File: config.mk
export PLATFORM = sky130hd
export DESIGN_NAME = systolic_feeder_flat
export DESIGN_NICKNAME = d
export VERILOG_FILES = /design/src/rtl/systolic_pkg.sv /design/src/rtl/systolic_feeder_if.sv /design/src/rtl/skew_delay_line.sv /design/src/rtl/systolic_feeder.sv /design/src/flat_wrapper.sv
export SDC_FILE = /design/constraint.sdc
export NUM_CORES = 1
export LEC_CHECK = 0
export CAP_MARGIN = 20
export CORE_AREA = 2 2 111 113
export DETAILED_ROUTE_END_ITERATION = 8
export DIE_AREA = 0 0 113 115
export PLACE_DENSITY = 0.77
export SETUP_SLACK_MARGIN = 0.4
export SLEW_MARGIN = 20
export SYNTH_ARGS = -nofsm -noshare
export SYNTH_HDL_FRONTEND = slang
export SYNTH_SLANG_ARGS = --single-unit
File: constraint.sdc
create_clock -name clk -period 1.2 [get_ports clk]
set_input_delay 0.12 -clock clk [delete_from_list [all_inputs] [get_ports clk]]
set_output_delay 0.12 -clock clk [all_outputs]
set_load 0.01 [all_outputs]
File: src/rtl/systolic_pkg.sv
// Shared definitions for the systolic array: op codes, default widths, feeder FSM states.
package systolic_pkg;

  localparam int unsigned OP_WIDTH = 3;

  localparam logic [OP_WIDTH-1:0] OP_WS_FLOW  = 3'b000;
  localparam logic [OP_WIDTH-1:0] OP_W_LOAD   = 3'b001;
  localparam logic [OP_WIDTH-1:0] OP_OS_FLOW  = 3'b100;
  localparam logic [OP_WIDTH-1:0] OP_OS_DRAIN = 3'b110;

  localparam int unsigned DEF_ROWS      = 4;
  localparam int unsigned DEF_ACT_WIDTH = 8;
  localparam int unsigned DEF_WGT_WIDTH = 8;

  typedef enum logic [1:0] {
    StIdle,
    StFlow,
    StFlush
  } feeder_state_e;

endpackage

File: src/rtl/systolic_feeder_if.sv
// Upstream column-beat handshake into the systolic feeder.
interface systolic_feeder_if
  import systolic_pkg::*;
#(
  parameter int unsigned ROWS      = DEF_ROWS,
  parameter int unsigned ACT_WIDTH = DEF_ACT_WIDTH,
  parameter int unsigned WGT_WIDTH = DEF_WGT_WIDTH
) ();

  logic                      in_valid;
  logic                      in_ready;
  logic [OP_WIDTH-1:0]       in_op;
  logic                      in_last;
  logic [ROWS*ACT_WIDTH-1:0] in_act;
  logic [ROWS*WGT_WIDTH-1:0] in_wgt;

  modport master (
    output in_valid, in_op, in_last, in_act, in_wgt,
    input  in_ready
  );

  modport slave (
    input  in_valid, in_op, in_last, in_act, in_wgt,
    output in_ready
  );

endinterface

File: src/rtl/skew_delay_line.sv
// Fixed-depth shift register; one instance per lane gives that lane its skew.
module skew_delay_line #(
  parameter int unsigned DEPTH = 1,
  parameter int unsigned WIDTH = 8
) (
  input  logic             clk,
  input  logic             reset,
  input  logic [WIDTH-1:0] data_i,
  output logic [WIDTH-1:0] data_o
);

  logic [DEPTH-1:0][WIDTH-1:0] pipe_q, pipe_d;

  // Shift: new word enters stage 0, every stage moves one step toward the output.
  always_comb begin
    pipe_d    = pipe_q;
    pipe_d[0] = data_i;
    for (int i = 1; i < DEPTH; i++) begin
      pipe_d[i] = pipe_q[i-1];
    end
  end

  // Pipe registers, cleared by reset so no stale word survives.
  always_ff @(posedge clk or negedge reset) begin
    if (!reset) begin
      pipe_q <= '0;
    end else begin
      pipe_q <= pipe_d;
    end
  end

  assign data_o = pipe_q[DEPTH-1];

endmodule

File: src/rtl/systolic_feeder.sv
// Skews unskewed column beats into a systolic array: row r sees the beat r+1 cycles later.
module systolic_feeder
  import systolic_pkg::*;
#(
  parameter int unsigned ROWS      = DEF_ROWS,
  parameter int unsigned ACT_WIDTH = DEF_ACT_WIDTH,
  parameter int unsigned WGT_WIDTH = DEF_WGT_WIDTH
) (
  input  logic                      clk,
  input  logic                      reset,
  systolic_feeder_if.slave          up,
  output logic [ROWS*ACT_WIDTH-1:0] act_out,
  output logic [ROWS*WGT_WIDTH-1:0] wgt_out,
  output logic [ROWS*OP_WIDTH-1:0]  op_out,
  output logic [ROWS-1:0]           lane_valid,
  output logic                      busy
);

  localparam int unsigned LaneW = 1 + OP_WIDTH + WGT_WIDTH + ACT_WIDTH;
  localparam int unsigned CntW  = (ROWS > 1) ? $clog2(ROWS) : 1;
  // Last flush count value; FLUSH spans counts 0..ROWS-2, i.e. ROWS-1 cycles.
  localparam logic [CntW-1:0] FlushLast = CntW'((ROWS > 1) ? ROWS - 2 : 0);

  feeder_state_e       state_q, state_d;
  logic [CntW-1:0]     cnt_q, cnt_d;
  logic                ready_q, ready_d;
  logic                busy_q, busy_d;
  logic [OP_WIDTH-1:0] last_op_q, last_op_d;
  logic                xfer;

  assign xfer        = up.in_valid & ready_q;
  assign up.in_ready = ready_q;
  assign busy        = busy_q;

  // Next-state logic; ready/busy are decoded from the next state so they leave a flop.
  always_comb begin
    state_d   = state_q;
    cnt_d     = cnt_q;
    last_op_d = xfer ? up.in_op : last_op_q;
    unique case (state_q)
      StIdle, StFlow: begin
        if (xfer) begin
          cnt_d = '0;
          if (!up.in_last) begin
            state_d = StFlow;
          end else if (ROWS > 1) begin
            state_d = StFlush;
          end else begin
            state_d = StIdle;
          end
        end
      end
      StFlush: begin
        if (cnt_q == FlushLast) begin
          state_d = StIdle;
          cnt_d   = '0;
        end else begin
          cnt_d = cnt_q + CntW'(1);
        end
      end
      default: state_d = StIdle;
    endcase
    ready_d = (state_d != StFlush);
    busy_d  = (state_d != StIdle);
  end

  // FSM state, flush counter, held op tag and registered handshake outputs.
  always_ff @(posedge clk or negedge reset) begin
    if (!reset) begin
      state_q   <= StIdle;
      cnt_q     <= '0;
      ready_q   <= 1'b1;
      busy_q    <= 1'b0;
      last_op_q <= OP_WS_FLOW;
    end else begin
      state_q   <= state_d;
      cnt_q     <= cnt_d;
      ready_q   <= ready_d;
      busy_q    <= busy_d;
      last_op_q <= last_op_d;
    end
  end

  for (genvar r = 0; r < ROWS; r++) begin : g_lane
    logic [LaneW-1:0] lane_in, lane_out;

    // Idle cycles inject a bubble that still carries the current op so rows keep their mode.
    assign lane_in = xfer ? {1'b1, up.in_op,
                             up.in_wgt[r*WGT_WIDTH +: WGT_WIDTH],
                             up.in_act[r*ACT_WIDTH +: ACT_WIDTH]}
                          : {1'b0, last_op_q, {WGT_WIDTH{1'b0}}, {ACT_WIDTH{1'b0}}};

    skew_delay_line #(
      .DEPTH(r + 1),
      .WIDTH(LaneW)
    ) u_skew (
      .clk   (clk),
      .reset (reset),
      .data_i(lane_in),
      .data_o(lane_out)
    );

    assign act_out[r*ACT_WIDTH +: ACT_WIDTH] = lane_out[ACT_WIDTH-1:0];
    assign wgt_out[r*WGT_WIDTH +: WGT_WIDTH] = lane_out[ACT_WIDTH +: WGT_WIDTH];
    assign op_out[r*OP_WIDTH +: OP_WIDTH]    = lane_out[ACT_WIDTH+WGT_WIDTH +: OP_WIDTH];
    assign lane_valid[r]                     = lane_out[LaneW-1];
  end

endmodule
File: src/flat_wrapper.sv
// flat-port wrapper written by rule: the top's interface ports become plain ports
module systolic_feeder_flat import systolic_pkg::*;
#(
  parameter int unsigned ROWS      = DEF_ROWS,
  parameter int unsigned ACT_WIDTH = DEF_ACT_WIDTH,
  parameter int unsigned WGT_WIDTH = DEF_WGT_WIDTH
)
  (clk, reset, act_out, wgt_out, op_out, lane_valid, busy, up_in_valid, up_in_op, up_in_last, up_in_act, up_in_wgt, up_in_ready);
  systolic_feeder_if #(.ROWS(ROWS), .ACT_WIDTH(ACT_WIDTH), .WGT_WIDTH(WGT_WIDTH)) up_i ();
  input  logic clk;
  input  logic reset;
  output logic [ROWS*ACT_WIDTH-1:0] act_out;
  output logic [ROWS*WGT_WIDTH-1:0] wgt_out;
  output logic [ROWS*OP_WIDTH-1:0] op_out;
  output logic [ROWS-1:0] lane_valid;
  output logic busy;
  input wire logic [$bits(up_i.in_valid)-1:0] up_in_valid;
  input wire logic [$bits(up_i.in_op)-1:0] up_in_op;
  input wire logic [$bits(up_i.in_last)-1:0] up_in_last;
  input wire logic [$bits(up_i.in_act)-1:0] up_in_act;
  input wire logic [$bits(up_i.in_wgt)-1:0] up_in_wgt;
  output wire logic [$bits(up_i.in_ready)-1:0] up_in_ready;
  assign up_i.in_valid = up_in_valid;
  assign up_i.in_op = up_in_op;
  assign up_i.in_last = up_in_last;
  assign up_i.in_act = up_in_act;
  assign up_i.in_wgt = up_in_wgt;
  assign up_in_ready = up_i.in_ready;
  systolic_feeder #(.ROWS(ROWS), .ACT_WIDTH(ACT_WIDTH), .WGT_WIDTH(WGT_WIDTH)) u_core (.clk(clk), .reset(reset), .up(up_i), .act_out(act_out), .wgt_out(wgt_out), .op_out(op_out), .lane_valid(lane_valid), .busy(busy));
endmodule
==> results.ini <==
[outcome]
status = finished, violations left
violations = DRC, setup timing

[place]
dp.cells = 579
hpwl_mm = 6.337
gp_congestion = 0.6617
io_buffers = 152

[setup_path]
worst-setup-path-type = reg -> reg
startpoint_type = flop
crit_path_cell_trace = buf_6 -> nand2_4 -> mux2_4
cpPeakStageDelay_ps = 560
worstSetupEndpointType = flop
cpMaxStageDelayCell = dfstp_2
crit_fanout = 6
crit_arrival_ps = 1520
worstPathRequired_ps = 1510

[timing]
fin_crit_ps = 1209
max_freq_ghz = 0.8270
rsz0062_at_grt = true
drv_slew = 0
setup_violations = 3
hold_slack_ps = 154.4
final_hold_viol_count = 0
finClkSkew_ps = 6.901
finalCritPeriodShare = 1.008
setup_ws_ps = -9.206
slew_headroom = 0.7814
worstMarginPinSlew_ps = 328.0

[synthesis]
synthFlopType = dfrtp_1
synth_area_leaders = dfrtp_1 86%, and3_1 7.5%, buf_4 1.8%
synth.area.mux_share = 0.006337
yosysMostFrequentCell = dfrtp_1
synth.net_count = 364
synthAdderAreaFrac = 0
synth_area_um2 = 5331
yosysSeqAreaShare = 0.8686
synth_common_cells = 184 x dfrtp_1, 64 x and3_1, 13 x buf_4
synth-compound-area-share = 0.009622
synth_xor_area_frac = 0
synthSimpleGateAreaFrac = 0.08449
synth_cell_type_count = 22
ys_seq_elements = 185
yosysTopAreaCell = dfrtp_1
synth_top_family_by_area = simple AND/OR/NAND/NOR gates
synthArstFlopShare = 1.000
ys_warn_count = 0
synth_top_cell_area_share = 0.8636
avgSynthCellArea_um2 = 18.20
syn_inst = 293
synth-edff-count = 0

[drt]
vias = 2807
finalWirelength_mm = 9.785
wl_per_cell_um = 15.88
drt-initial-drc-count = 121
firstDrtPassIters = 8
ant_nets = 0
route.detailed.drc = 9
routed_via_density = 4.557

[die]
die_h_um = 115
die-area_um2 = 13000
coreArea_um2 = 11810
pin_count = 153
row_count = 40
die_x_um = 113
initial_core_util = 0.4514

[power]
internal_power_mw = 12.38
p_per_area_nw_per_um2 = 2152
pwr-share-comb = 0.156
leakage_nw = 3.909
ir_drop_uv = 1562
clock_power_share = 0.366
p_total_mw = 16.28
sw_frac_of_total = 0.2393
p_seq_frac = 0.478
p_sw_mw = 3.896

[clocking]
clk_latency_ps = 420
cts.root.buffer_cell = clkbuf_16
cts_buffer_depth = 2
cts_tree = built
numCtsBuffers = 17
htree_levels = 4
cts_num_sinks = 185
path_clk_slew_ps = 70

[global_routing]
grt_pass1_wl_mm = 15.17
grtUsageTotal = 0.1575
grt_overflow_total = 0
grt_max_degree = 54
antenna_found_initial = 0
grt_pass1_vias = 2981

[cells_and_area]
syn_to_final_growth_pct = 41.87
drive_above_1_share = 0.3433
fin_cells = 616
antenna_cells = 0
nets = 527

[job]
max_cap_violations = 0

[min_path]
hp-class = in -> reg

## state kept, by name (all words and copies together) (netlist names)
name,count
u_core.up.in_ready,1
u_core.busy,1
u_core.last_op_q,3
u_core.cnt_q,2
u_core.state_q,2
u_core.g_lane.u_skew.data_o,74
u_core.g_lane.u_skew.pipe_d,102
## final timing paths
kind / startpoint / to / slack, ps / cells after the start
worst max-delay path: u_core.up.in_ready / u_core.g_lane[0].u_skew.data_o[16] / -9 / 3
worst min-delay path: up_in_valid / u_core.state_q[1] / 150 / 3
worst max register to register: u_core.up.in_ready / u_core.g_lane[0].u_skew.data_o[16] / -9 / 3
worst min register to register: u_core.g_lane[3].u_skew.pipe_d[54] / u_core.g_lane[3].u_skew.pipe_d[74] / 340 / 0
max in group asynchronous: reset / u_core.up.in_ready / 470 / 3
min in group asynchronous: reset / u_core.g_lane[3].u_skew.pipe_d[77] / 170 / 2
## metrics by stage
stage	setup WS, ps	instance area (um2)	setup TNS (ps)	util
detailed placement	21.62	6999	0	0.5926
global placement	26.73	6999	0	0.5926
floorplan	116.6	5338	0	-
finish	-9.206	7564	-19.44	0.6404
CTS	-13.43	7336	-40.44	0.6211
global route	-47.48	7564	-233.4	0.6404
## cell type report
type / instances / area (um2)
clock buffers: 18 / 429.2
clock inverters: 14 / 220.2
fillers: 855 / 4248
inverters: 1 / 6.256
multi-input cells: 81 / 665.6
flip-flops and latches: 185 / 4631
well taps: 147 / 183.9
repair buffers: 170 / 1428
## power by group through the flow
stage | combinational (mW) | sequential (mW) | clock [mW]
2_1_floorplan | 0.933 | 7.96 | 0
3_3_place_gp | 2.54 | 7.79 | 0
3_5_place_dp | 2.60 | 7.87 | 0
4_1_cts | 2.22 | 7.76 | 6.08
5_1_grt | 2.74 | 7.89 | 6.37
6_report | 2.54 | 7.78 | 5.96
## critical path: cells and delay by family (launching register included)
kind	cells	cell delay, ps
buf+inv	1	150
simple gates	1	70
mux	1	320
flops	1	560
## cell usage in the layout, fill, tap and decap left out, types with 2 or more instances in the layout
cell type and n:
and3_1 45, buf_6 23, bufinv_16 5, clkinv_2 2, and3_4 19, clkinvlp_4 3
a31o_1 2, mux2_2 2, clkbuf_16 17, dfrtp_1 184, clkinv_4 2, buf_2 64
buf_4 10, buf_12 2, clkdlybuf4s50_1 68
## cells by family after synthesis
logic type	Yosys count
and+or+nand+nor	71
buffers and inverters	27
muxes	3
DFF	185
AOI/OAI and AO/OA	7
## per-layer routing
layer / vias to the layer above / share of wire / GRT usage
met5: - / 0 / 0
met1: 1401 / 0.38 / 0.1839
met2: 100 / 0.52 / 0.2519
met4: 0 / 0.031 / 0.09431
li1: 1278 / - / -
met3: 28 / 0.075 / 0.05799
## what timing repair did
action | 4_1_cts | 5_1_grt
endpoints found under the setup margin | 159 | 227
gates cloned | 0 | 0
hold buffers | 1 | 0
hold endpoints to repair | 184 | 0
pin swaps | 0 | 3
gates resized for setup | 341 | 42
setup buffers | 2 | 2
Power figures use the tool's default switching activity.
==> edit 1: new RTL, config.mk and constraints unchanged <==
Set the package constant `DEF_WGT_WIDTH` to 12 (it was 8).
--- a/src/rtl/systolic_pkg.sv
+++ b/src/rtl/systolic_pkg.sv
@@ -11,5 +11,5 @@
   localparam int unsigned DEF_ROWS      = 4;
   localparam int unsigned DEF_ACT_WIDTH = 8;
-  localparam int unsigned DEF_WGT_WIDTH = 8;
+  localparam int unsigned DEF_WGT_WIDTH = 12;
 
   typedef enum logic [1:0] {
Interface: changed (resized up_in_wgt and wgt_out); port bits go from 153 to 185. No check against the original RTL was run, so the function may have changed too.
==> edit 1 against the unedited design <==
The flow still finishes with violations (DRC, setup timing). Maximum frequency down 2.5%. Die area unchanged. Area after synthesis up 21%. Total power up 24%. Sequential cell count up 40. Combinational power up 35%. Routed wire length up 36%. Clock skew up 0.0061 ns. Worst setup slack worse by 0.031 ns. Design area up 22%. Sequential share of layout area down 0.24 points. Critical path depth down 2. Highest routed layer unchanged.
==> edit 1: results (changes against the unedited design) <==
failing checks DRC, setup timing; family with the most delay on the worst path flip-flops; Clock transition at path regs 0.06 ns; arrival time worst endpoint 1.12 ns (-0.40 ns); Area after DPL 8510 um^2 (+22%); Synth cell types 20 (-9.1%); # setup viols final 66 (+63); placer congestion estimate 0.721 (+9.0%); syn_nets 440 (+21%); H-Tree Depth 1 (-3); Clock Path Buffers 3 (+1); Post-synth top cells dfrtp_1 (224), and3_1 (80), buf_2 (14), buf_4 (14), mux2_2 (3); DRT iter0 DRCs 243 (+100%); vias in the first global route 3799 (+27%); main area contributors after synthesis dfrtp_1 (87%), and3_1 (7.7%), buf_4 (1.6%); router iterations before antenna repair 6 (-2); Synth async-reset ratio 100% (unchanged); Final Net Count 641 (+22%); pre-CTS setup slack 0.0169 ns (-0.00469 ns); mean number of vias per cell 4.91 (+7.8%); sequential share of the synthesized area 87.2% (+0.30 points); first-pass GRT wire length 20400 um (+34%); GRT Total Usage 20.3% (+4.6 points); Buffers on Ports 184 (+21%); max reg flops 126 (+24%); setup tns final -1.05 ns (-1.03 ns); crit path max fanout 2 (-4); clock skew 0.0130 ns (+0.00606 ns); leak pwr 4.87 nW (+25%); Slowest cell on crit path dfstp_2; VDD IR max 1.92 mV (+23%); pin count of the biggest net entering global routing 84 (+56%); dpl hpwl 7940 um (+25%); hold path depth 3 (unchanged); WL final 13300 um (+36%); share of layout cells above drive strength 1 30.4% (-3.9 points); final setup margin -0.0400 ns (-0.0308 ns); Root Driver clkbuf_16; Layout fillers 676 (-21%); status finished with violations; number of inserted diodes 0 (unchanged); Slew HR 79.2% (+1.1 points); hold crit path type input pin to flop; DRC 15 (+6); crit-path max cell delay 0.54 ns (-0.02 ns); initial antenna violation count 0 (unchanged); R2R depth 4 (+1); CTS buffer count 21 (+4); hold buffer count at CTS 1 (unchanged); Warnings, synthesis 0 (unchanged); later-pin clock latency in the skew report 0.49 ns (+0.07 ns)
edit 1: changes by cell type after synthesis, sizes merged:
cell    delta
buf        +9
and3      +16
clkbuf     -5
dfrtp     +40
edit 1: what timing repair did:
| action | in CTS | in global routing |
|---|---|---|
| cloned | 2 | 2 |
| buffers inserted | 3 | 0 |
| gates resized for setup | 435 | 18 |
| endpoints found under the setup margin | 191 | 252 |
| endpoints found under the hold margin | 224 | 1 |
| pin swaps | 0 | 1 |
edit 1: routing by layer:
metal	vias to the layer above	part of all wire [%]	wire, um	track usage, %
li1	1561	-	-	-
met1	1785	40	5260	27.4
met2	152	49	6490	32.7
met3	19	9.9	1320	6.54
met4	0	1.6	218	5.45
met5	-	0	0	0
edit 1: path summary, 6_finish.rpt:
check                                                   start                                 end  slack (ns)
setup / recovery                           u_core.up.in_ready                         up_in_ready       -0.04
hold / removal                                    up_in_valid  u_core.g_lane[0].u_skew.data_o[23]        0.01
setup reg to reg                           u_core.up.in_ready  u_core.g_lane[1].u_skew.pipe_d[41]       -0.04
hold reg to reg            u_core.g_lane[2].u_skew.pipe_d[51]   u_core.g_lane[2].u_skew.data_o[3]        0.34
max in group asynchronous                               reset                  u_core.up.in_ready        0.55
min in group asynchronous                               reset   u_core.g_lane[3].u_skew.data_o[9]        0.13
edit 1: through the flow:
step,cells,hold slack [ns]
floorplan,353,-0.176
global placement,670,0.0625
detailed placement,670,0.0616
CTS,714,0.0536
global route,716,0.0120
finish,716,0.0148
edit 1: final cells by class:
class	instances	area (um^2)	share of cell area (%)
inverters	1	3.75	0.0407
clock buffers	27	578	6.26
well taps	147	184	1.99
clock inverters	11	209	2.26
repair buffers	208	1950	21.1
flip-flops and latches	225	5630	61.0
multi-input cells	97	676	7.32
edit 1: cells by family after synthesis:
family / share of synthesized area (%)
multiplexers: 0.523
AND/OR/NAND/NOR: 8.58
AO/OA/AOI/OAI: 0.852
buffers and inverters: 2.89
flip-flops: 87.2
edit 1: where the power goes:
part / switching (mW) / internal, mW / total [mW]
sequential: 0.490 / 8.87 / 9.37
combinational: 1.54 / 1.88 / 3.42
clock: 2.68 / 4.70 / 7.38
total: 4.71 / 15.5 / 20.2
==> edit 2: new RTL, same flow settings <==
Made on the original files. Reset style: synchronous (`reset`), changed in 2 clocked blocks.
--- a/src/rtl/skew_delay_line.sv
+++ b/src/rtl/skew_delay_line.sv
@@ -22,5 +22,5 @@
 
   // Pipe registers, cleared by reset so no stale word survives.
-  always_ff @(posedge clk or negedge reset) begin
+  always_ff @(posedge clk) begin
     if (!reset) begin
       pipe_q <= '0;
--- a/src/rtl/systolic_feeder.sv
+++ b/src/rtl/systolic_feeder.sv
@@ -66,5 +66,5 @@
 
   // FSM state, flush counter, held op tag and registered handshake outputs.
-  always_ff @(posedge clk or negedge reset) begin
+  always_ff @(posedge clk) begin
     if (!reset) begin
       state_q   <= StIdle;
Formal check against the unedited RTL: differs if reset is asserted again (counterexample within 4 cycles, from zero or initial values and one cycle with reset low); with reset held inactive, the same outputs for 10 cycles.
==> edit 2 against the unedited design <==
Area after synthesis is 3.4% lower. Worst setup slack better by 0.15 ns. Die area is the same. Design area fell by 4.1%. The run ends with DRC left. Sequential cell count did not move. Core utilization down 2.6 points. Clock skew is 0.0012 ns lower. Critical path type unchanged. Routed wire length shrank 11%. Cell count grew 18%. First-iteration DRC count is 15% lower. Non-clock buffer count is 4 lower.
Power is not compared: it rests on default switching activity, and its combinational part moved more than twofold at a synthesized area within 25%.
==> edit 2: results (changes against the unedited design) <==
placer congestion estimate 0.705 (+6.5%); hold endpoint u_core.state_q[1]; DRT iter0 DRCs 103 (-15%); register area 3750 um^2 (-19%); met3 Usage GRT 6.43% (+0.63 points); mean number of vias per cell 4.16 (-8.8%); crit-path max cell delay 0.34 ns (-0.22 ns); Met1 Wirelength 3570 um (-3.4%); Post-synth top cells dfxtp_1 (185), and2_1 (172), buf_4 (13), clkbuf_1 (11), buf_6 (5); WL final 8740 um (-11%); GRT Total Usage 13.6% (-2.1 points); post-synthesis instance total 417 (+42%); syn_nets 488 (+34%); status finished with violations; Synth async-reset ratio 0% (-100 points); first-pass GRT wire length 13500 um (-11%); met2 usage 23.0% (-2.2 points); sequential share of cell area 51.7% (-9.5 points); router iterations before antenna repair 6 (-2); Clock-cell share 7.52% (-1.1 points); Area after DPL 6780 um^2 (-3.2%); DRC 10 (+1); Slew HR 83.9% (+5.8 points); dpl hpwl 5940 um (-6.2%); dpl cells 692 (+20%); failing checks DRC; Data buffer area share 20.5% (+1.6 points); arrival time worst endpoint 1.36 ns (-0.16 ns); met2 routed WL 4180 um (-17%); main area contributors after synthesis dfxtp_1 (72%), and2_1 (21%), buf_4 (1.9%); Final Net Count 641 (+22%); Hold WS 0.0446 ns (-0.110 ns); pre-CTS setup slack -0.123 ns (-0.144 ns); Layout fillers 927 (+8.4%); sequential share of the synthesized area 71.9% (-15 points); final setup margin 0.140 ns (+0.149 ns); critical path startpoint u_core.up.in_ready; crit path max fanout 23 (+17); Synth cell types 18 (-18%); Clock Buffer Count 24 (+6); clock skew 0.00571 ns (-0.00119 ns)
edit 2: cell types whose count changed in the layout (fill, tap and decap cells not counted), sizes merged, moves of 3 or more:
cell | unedited run | this run
dfxtp | 0 | 185
dfrtp | 184 | 0
and2 | 0 | 172
and3 | 64 | 4
clkbuf | 18 | 24
buf | 101 | 96
bufinv | 5 | 1
a21boi | 0 | 3
clkinvlp | 3 | 0
mux2 | 3 | 0
nand2 | 1 | 4
nand3 | 1 | 4
nor2 | 0 | 3
edit 2: cells by family after synthesis:
family	synth area share [%]
buf+inv	4.15
flops	71.9
compound gates	1.41
simple gates	22.5
edit 2: worst reg2reg max path, stage by stage (launching register included):
cell     delay (ns)
dfxtp_4        0.34
buf_6          0.12
and3_4         0.18
buf_12         0.15
and2_1         0.16
edit 2: timing repair:
action                                  CTS  global route
hold buffers                              1             0
endpoints found under the setup margin  159           159
resized for setup                       379            33
endpoints found under the hold margin     1             0
pin swaps                                 5             7
buffers inserted                          3             2
